$ cat src/rtl/div_ctrl_pkg.sv
// Shared definitions for the multi-cycle divide unit: FSM state encodings,
// result-ready flag values and the default operand width.
package div_ctrl_pkg;

    localparam int DivDataW = 32;

    typedef enum logic [1:0] {
        DivFree   = 2'b00,
        DivByZero = 2'b01,
        DivOn     = 2'b10,
        DivEnd    = 2'b11
    } div_state_e;

    localparam logic DivResultReady    = 1'b1;
    localparam logic DivResultNotReady = 1'b0;

endpackage

$ cat src/rtl/div_ctrl_if.sv
// Request/result bundle between the EX stage (master) and the divide
// controller (slave).
interface div_ctrl_if
    import div_ctrl_pkg::*;
#(
    parameter int DATA_W = DivDataW
) ();

    logic                  start;
    logic                  signed_div;
    logic [DATA_W-1:0]     opdata1;
    logic [DATA_W-1:0]     opdata2;
    logic                  annul;
    logic                  advance;
    logic [2*DATA_W-1:0]   result;
    logic                  ready;
    logic                  stallreq;

    modport master (
        output start, signed_div, opdata1, opdata2, annul, advance,
        input  result, ready, stallreq
    );

    modport slave (
        input  start, signed_div, opdata1, opdata2, annul, advance,
        output result, ready, stallreq
    );

endinterface

$ cat src/rtl/div_step.sv
// One restoring-division iteration on the {remainder, quotient} register:
// shift left, trial-subtract the divisor from the upper half, keep if no borrow.
module div_step #(
    parameter int DATA_W = 32
) (
    input  logic [2*DATA_W-1:0] work_i,
    input  logic [DATA_W-1:0]   divisor_i,
    output logic [2*DATA_W-1:0] work_o
);

    logic [DATA_W:0] minuend;
    logic [DATA_W:0] diff;

    // The upper half after the shift needs DATA_W+1 bits; since the partial
    // remainder stays below the divisor, bit DATA_W of the difference is the borrow.
    assign minuend = work_i[2*DATA_W-1:DATA_W-1];
    assign diff    = minuend - {1'b0, divisor_i};

    always_comb begin
        work_o = {work_i[2*DATA_W-2:0], 1'b0};
        if (!diff[DATA_W]) begin
            work_o = {diff[DATA_W-1:0], work_i[DATA_W-2:0], 1'b1};
        end
    end

endmodule

$ cat src/rtl/div_ctrl.sv
// Sequencing controller for the multi-cycle div/divu unit.
// Define DIV_ZERO_FAST_EN to finish divide-by-zero in two cycles with result 0.
module div_ctrl
    import div_ctrl_pkg::*;
#(
    parameter int DATA_W = DivDataW
) (
    input  logic          clk,
    input  logic          rst,
    div_ctrl_if.slave     bus
);

    localparam int CntW = $clog2(DATA_W) + 1;

    div_state_e            state_q, state_d;
    logic [2*DATA_W-1:0]   work_q, work_d, work_step;
    logic [DATA_W-1:0]     divisor_q, divisor_d;
    logic [CntW-1:0]       cnt_q, cnt_d;
    logic                  qneg_q, qneg_d;
    logic                  rneg_q, rneg_d;
    logic [2*DATA_W-1:0]   result_q, result_d;
    logic                  ready_q, ready_d;

    function automatic logic [DATA_W-1:0] cond_neg(input logic [DATA_W-1:0] v,
                                                   input logic en);
        return en ? DATA_W'(~v + DATA_W'(1)) : v;
    endfunction

    function automatic logic [DATA_W-1:0] magnitude(input logic [DATA_W-1:0] v,
                                                    input logic is_signed);
        return cond_neg(v, is_signed & v[DATA_W-1]);
    endfunction

    div_step #(.DATA_W(DATA_W)) u_step (
        .work_i    (work_q),
        .divisor_i (divisor_q),
        .work_o    (work_step)
    );

    always_comb begin
        state_d   = state_q;
        work_d    = work_q;
        divisor_d = divisor_q;
        cnt_d     = cnt_q;
        qneg_d    = qneg_q;
        rneg_d    = rneg_q;
        result_d  = result_q;

        // A flush abandons the operation without touching the held result.
        if (bus.annul) begin
            state_d = DivFree;
        end else begin
            case (state_q)
                DivFree: begin
                    if (bus.start) begin
                        divisor_d = magnitude(bus.opdata2, bus.signed_div);
                        work_d    = {{DATA_W{1'b0}}, magnitude(bus.opdata1, bus.signed_div)};
                        qneg_d    = bus.signed_div & (bus.opdata1[DATA_W-1] ^ bus.opdata2[DATA_W-1]);
                        rneg_d    = bus.signed_div & bus.opdata1[DATA_W-1];
                        cnt_d     = '0;
`ifdef DIV_ZERO_FAST_EN
                        state_d   = (bus.opdata2 == '0) ? DivByZero : DivOn;
`else
                        state_d   = DivOn;
`endif
                    end
                end
`ifdef DIV_ZERO_FAST_EN
                DivByZero: begin
                    result_d = '0;
                    state_d  = DivEnd;
                end
`endif
                DivOn: begin
                    work_d = work_step;
                    cnt_d  = cnt_q + CntW'(1);
                    if (cnt_q == CntW'(DATA_W - 1)) begin
                        result_d = {cond_neg(work_step[2*DATA_W-1:DATA_W], rneg_q),
                                    cond_neg(work_step[DATA_W-1:0], qneg_q)};
                        state_d  = DivEnd;
                    end
                end
                DivEnd: begin
                    if (bus.advance) begin
                        state_d = DivFree;
                    end
                end
                default: state_d = DivFree;
            endcase
        end

        ready_d = (state_d == DivEnd) ? DivResultReady : DivResultNotReady;
    end

    always_ff @(posedge clk or negedge rst) begin
        if (!rst) begin
            state_q   <= DivFree;
            work_q    <= '0;
            divisor_q <= '0;
            cnt_q     <= '0;
            qneg_q    <= 1'b0;
            rneg_q    <= 1'b0;
            result_q  <= '0;
            ready_q   <= DivResultNotReady;
        end else begin
            state_q   <= state_d;
            work_q    <= work_d;
            divisor_q <= divisor_d;
            cnt_q     <= cnt_d;
            qneg_q    <= qneg_d;
            rneg_q    <= rneg_d;
            result_q  <= result_d;
            ready_q   <= ready_d;
        end
    end

    assign bus.result   = result_q;
    assign bus.ready    = ready_q;
    assign bus.stallreq = rst & bus.start & ~bus.annul & (state_q != DivEnd);

endmodule

$ cat src/flat_wrapper.sv
// flat-port wrapper written by rule: the top's interface ports become plain ports
module div_ctrl_flat import div_ctrl_pkg::*;
#(
    parameter int DATA_W = DivDataW
)
  (clk, rst, bus_start, bus_signed_div, bus_opdata1, bus_opdata2, bus_annul, bus_advance, bus_result, bus_ready, bus_stallreq);
  div_ctrl_if #(.DATA_W(DATA_W)) bus_i ();
  input  logic clk;
  input  logic rst;
  input wire logic [$bits(bus_i.start)-1:0] bus_start;
  input wire logic [$bits(bus_i.signed_div)-1:0] bus_signed_div;
  input wire logic [$bits(bus_i.opdata1)-1:0] bus_opdata1;
  input wire logic [$bits(bus_i.opdata2)-1:0] bus_opdata2;
  input wire logic [$bits(bus_i.annul)-1:0] bus_annul;
  input wire logic [$bits(bus_i.advance)-1:0] bus_advance;
  output wire logic [$bits(bus_i.result)-1:0] bus_result;
  output wire logic [$bits(bus_i.ready)-1:0] bus_ready;
  output wire logic [$bits(bus_i.stallreq)-1:0] bus_stallreq;
  assign bus_i.start = bus_start;
  assign bus_i.signed_div = bus_signed_div;
  assign bus_i.opdata1 = bus_opdata1;
  assign bus_i.opdata2 = bus_opdata2;
  assign bus_i.annul = bus_annul;
  assign bus_i.advance = bus_advance;
  assign bus_result = bus_i.result;
  assign bus_ready = bus_i.ready;
  assign bus_stallreq = bus_i.stallreq;
  div_ctrl #(.DATA_W(DATA_W)) u_core (.clk(clk), .rst(rst), .bus(bus_i));
endmodule
$ cat config.mk
export PLATFORM = sky130hd
export DESIGN_NAME = div_ctrl_flat
export DESIGN_NICKNAME = d
export VERILOG_FILES = /design/src/rtl/div_ctrl_pkg.sv /design/src/rtl/div_ctrl_if.sv /design/src/rtl/div_step.sv /design/src/rtl/div_ctrl.sv /design/src/flat_wrapper.sv
export SDC_FILE = /design/constraint.sdc
export NUM_CORES = 1
export LEC_CHECK = 0
export BUFFER_PORTS_ARGS = -buffer_cell sky130_fd_sc_hd__buf_2
export CORE_ASPECT_RATIO = 0.75
export CORE_MARGIN = 2
export CORE_UTILIZATION = 35
export DETAILED_ROUTE_END_ITERATION = 16
export GPL_ROUTABILITY_DRIVEN = 1
export SETUP_SLACK_MARGIN = 0.3
export SLEW_MARGIN = 20
export SYNTH_ARGS = -nofsm -noshare
export SYNTH_HDL_FRONTEND = slang
export SYNTH_SLANG_ARGS = --single-unit
$ cat constraint.sdc
create_clock -name clk -period 4.7 [get_ports clk]
set_input_delay 0.94 -clock clk [delete_from_list [all_inputs] [get_ports clk]]
set_output_delay 0.94 -clock clk [all_outputs]
set_load 0.005 [all_outputs]
==> results by group <==
Floorplanning
  – Die X: 217 um
  – Die height: 164 um
  – Die area: 35600 um2
  – Row cnt: 58
  – Starting density of the core: 35.6%
  – Core box area: 33500 um2
  – IO Count: 136

Global route
  – Overflow after GRT: 0
  – Largest net degree at the start of global routing: 70
  – First-pass GRT wire length: 58.6 mm
  – Vias in the first global route: 10000
  – Tot GR Track Use: 21.3%
  – Initial antenna violation count: 1

CTS
  – H-tree level count: 4
  – CTS sink count: 171
  – Root Driver: clkbuf_16
  – TritonCTS clock tree: built
  – Cts hold-fix bufs: 0
  – Clk_lat worst skew: 0.45 ns
  – Total CTS buffers: 17
  – Clk buf depth: 2
  – Clk pin slew, worst setup/hold paths: 0.07 ns

Critical path
  – CP Max Fanout: 12
  – Nature of the critical path endpoint: register
  – Crit Reg-Reg Startpoint: u_core.work_q[45]
  – Register-to-Register Path Depth: 19
  – Worst Path Arrival: 4.50 ns
  – WP data required: 5.00 ns
  – Crit path launch type: register
  – R2r endpoint: u_core.bus.result[62]
  – Reg2reg setup slack: 0.49 ns
  – Kind of critical path: register to register

Timing
  – Unrepaired setup endpoints after global routing: yes
  – Final period utilization: 89.5%
  – Worst setup margin: 0.495 ns
  – Maximum clock frequency: 0.238 GHz
  – Worst Tran Pin Value: 0.890 ns
  – Final count of pins violating max slew: 0
  – Post-layout minimum cycle time: 4.21 ns
  – Clk_skew: 0.0146 ns
  – Normalized max-slew margin: 40.7%
  – # setup viols final: 0
  – Total negative setup slack: 0 ns
  – Fin. Hold Viols: 0

Logic synthesis
  – Primary FF master, synth: dfrtp_1
  – Yosys warning total: 0
  – Seq/Total Area, Yosys: 35.9%
  – Mapped Area: 11900 um2
  – Post-Syn Instances: 1496
  – Synth cell types: 67
  – Syn nets: 1604
  – Synth area leader: dfrtp_1
  – Synth area leaders: dfrtp_1 (36%), o21ai_0 (8.6%), nand2_1 (7.3%)
  – Area share of the largest cell type after synthesis: 35.9%
  – Flops & latches, synth: 171
  – Syn Area/Cell: 7.97 um2
  – EDFF count, synth: 0
  – Async set-reset flop share out of synthesis: 100%

Layout
  – FF+latch area: 4280 um2
  – Antenna diode count: 0
  – Area of the multi-input gates: 7250 um2
  – Synth-to-layout area growth: 16.8%
  – Final nets: 1722
  – Share of cells above drive strength 1: 16.3%
  – Layout fillers: 3452

Min path
  – Hold Path Cell Cnt: 2
  – HP Class: register to register
  – Min-Delay Startpoint: u_core.bus.result[23]
  – WHS Endpoint: u_core.bus.result[23]

Route
  – Detailed-route via count: 11200
  – Drt first-iter violations: 1099
  – Wire length per cell: 18.2 um
  – Drt pass-1 iters: 5
  – Final wirelength: 37.8 mm
  – Drt via density: 5.41
  – Number of routed nets with antenna violations: 0
  – DRC violations left: 0

Power and ir drop
  – Power per cell area: 641 nW/um2
  – P_leak: 6.28 nW
  – Peak supply drop: 0.342 mV

Outcome
  – Status: completed

Placed design
  – Port buffer count: 135
  – Placer congestion estimate: 0.972
  – DP Worst Slack: 0.158 ns
  – DP HPWL: 29.0 mm

Flow run
  – Max_cap viols: 0
[power by group]
part / internal, W / leakage, nW / switching, W
clock network: 0.000762 / 0.293 / 0.000701
logic: 0.00209 / 3.73 / 0.00334
registers: 0.00170 / 2.26 / 0.000334
total: 0.00455 / 6.28 / 0.00437
[routing by layer]
layer / vias to the layer above / wire, um / track usage, %
li1: 5511 / - / -
met1: 5341 / 20200 / 34.9
met2: 363 / 14500 / 27.7
met3: 20 / 2750 / 4.33
met4: 0 / 319 / 3.95
met5: - / 0 / 0
[metrics by stage]
| step | std cells | power, W | util (%) | instance area (um2) | hold slack [ns] |
|---|---|---|---|---|---|
| after floorplan | 1496 | 0.00562 | - | 12000 | 0.450 |
| after global placement | 2036 | 0.00716 | 39.2 | 13100 | 0.460 |
| after detailed placement | 2036 | 0.00714 | 39.2 | 13100 | 0.465 |
| after CTS | 2069 | 0.00865 | 41.0 | 13700 | 0.482 |
| after global routing | 2077 | 0.00957 | 41.5 | 13900 | 0.501 |
| final | 2077 | 0.00893 | 41.5 | 13900 | 0.475 |
[sequential cells by signal (all words and copies together), names as in the netlist]
signal and cells:
u_core.cnt_q 6, u_core.divisor_q 32, u_core.rneg_q 1, u_core.bus.result 64
u_core.work_q 64, u_core.state_q 2, u_core.bus.ready 1, u_core.qneg_q 1
[placed cells by master (no fill, tap or decap), types with 24 or more instances in the layout]
master   instances
buf_2          134
nor2_1          99
nor3_1          32
dfrtp_1        171
o21ai_1         24
ha_1            28
nand2_1        232
inv_1           57
o21ai_0        205
a21oi_1        102
buf_4           41
xnor2_1         81
xor2_1          58
[repair_timing]
action                     in CTS  in global routing
setup endpoints to repair       8                 19
pin swaps                       1                 12
gates resized for setup         0                 29
setup buffers                   1                  8
hold endpoints to repair        0                  0
[synth_stat cells, types with 3 or more instances]
cell type	count
xnor2_1	81
clkbuf_1	63
dfrtp_1	171
mux2i_1	20
xor2_1	58
inv_1	59
buf_2	5
a41oi_1	3
nor2_1	99
o21ai_0	205
nand2b_1	20
o21ai_1	26
a22o_1	4
o211ai_1	9
and4_1	3
nand3_1	20
or3_1	22
nor3_1	32
or4_1	8
o211a_1	5
o31ai_2	4
buf_1	8
nand4_1	11
o21bai_1	6
and3_1	10
or2_2	9
o31a_1	4
o31ai_1	21
a211o_1	4
o21a_1	7
nor2b_1	9
a31oi_1	17
a21boi_0	4
nand2_1	232
a21oi_1	107
nor4b_1	3
o41ai_1	8
ha_1	37
a211oi_1	7
and2_1	8
a21o_1	12
nor4_1	21
a311oi_1	3
[worst max-delay path by stage]
stage | slack, ns | end | depth (start not counted) | startpoint
floorplan | 0.30 | u_core.bus.result[62] | 22 | u_core.work_q[31]
global placement | 0.31 | u_core.bus.result[62] | 19 | u_core.work_q[31]
detailed placement | 0.16 | u_core.bus.result[62] | 19 | u_core.work_q[31]
CTS | 0.32 | u_core.bus.result[60] | 19 | u_core.work_q[31]
global route | 0.25 | u_core.bus.result[62] | 20 | u_core.divisor_q[0]
finish | 0.49 | u_core.bus.result[62] | 19 | u_core.work_q[45]
[cell type report]
class,instances,area share [%]
tap,450,4.04
clock inverter,15,1.28
multi-input combinational,1187,52.1
clock buffer,17,3.05
timing repair buffer,177,7.19
inverter,60,1.65
sequential,171,30.7
[worst max-delay path: stages (launching register included)]
cell and delay [ns]:
dfrtp_1 0.44, ha_1 0.42, nand2_1 0.16, o21ai_2 0.12, or2_2 0.34, o2111a_2 0.32
nor3_4 0.25, nor2_8 0.06, inv_6 0.10, nor2_1 0.06, a21oi_2 0.17, ha_4 0.20
buf_4 0.11, nand3_1 0.07, a21oi_2 0.15, a41oi_2 0.06, a211o_1 0.38, o41ai_2 0.38
xor2_1 0.19, o21ai_1 0.07
[cell families after synthesis]
logic type      Yosys count  share of synthesized area [%]
xor+xnor                139                           10.2
flops                   171                           35.9
mux                      20                           1.68
compound gates          473                           23.4
simple gates            517                           20.2
buf+inv                 138                           4.52
fa+ha+maj                38                           4.05
Power figures use the tool's default switching activity.
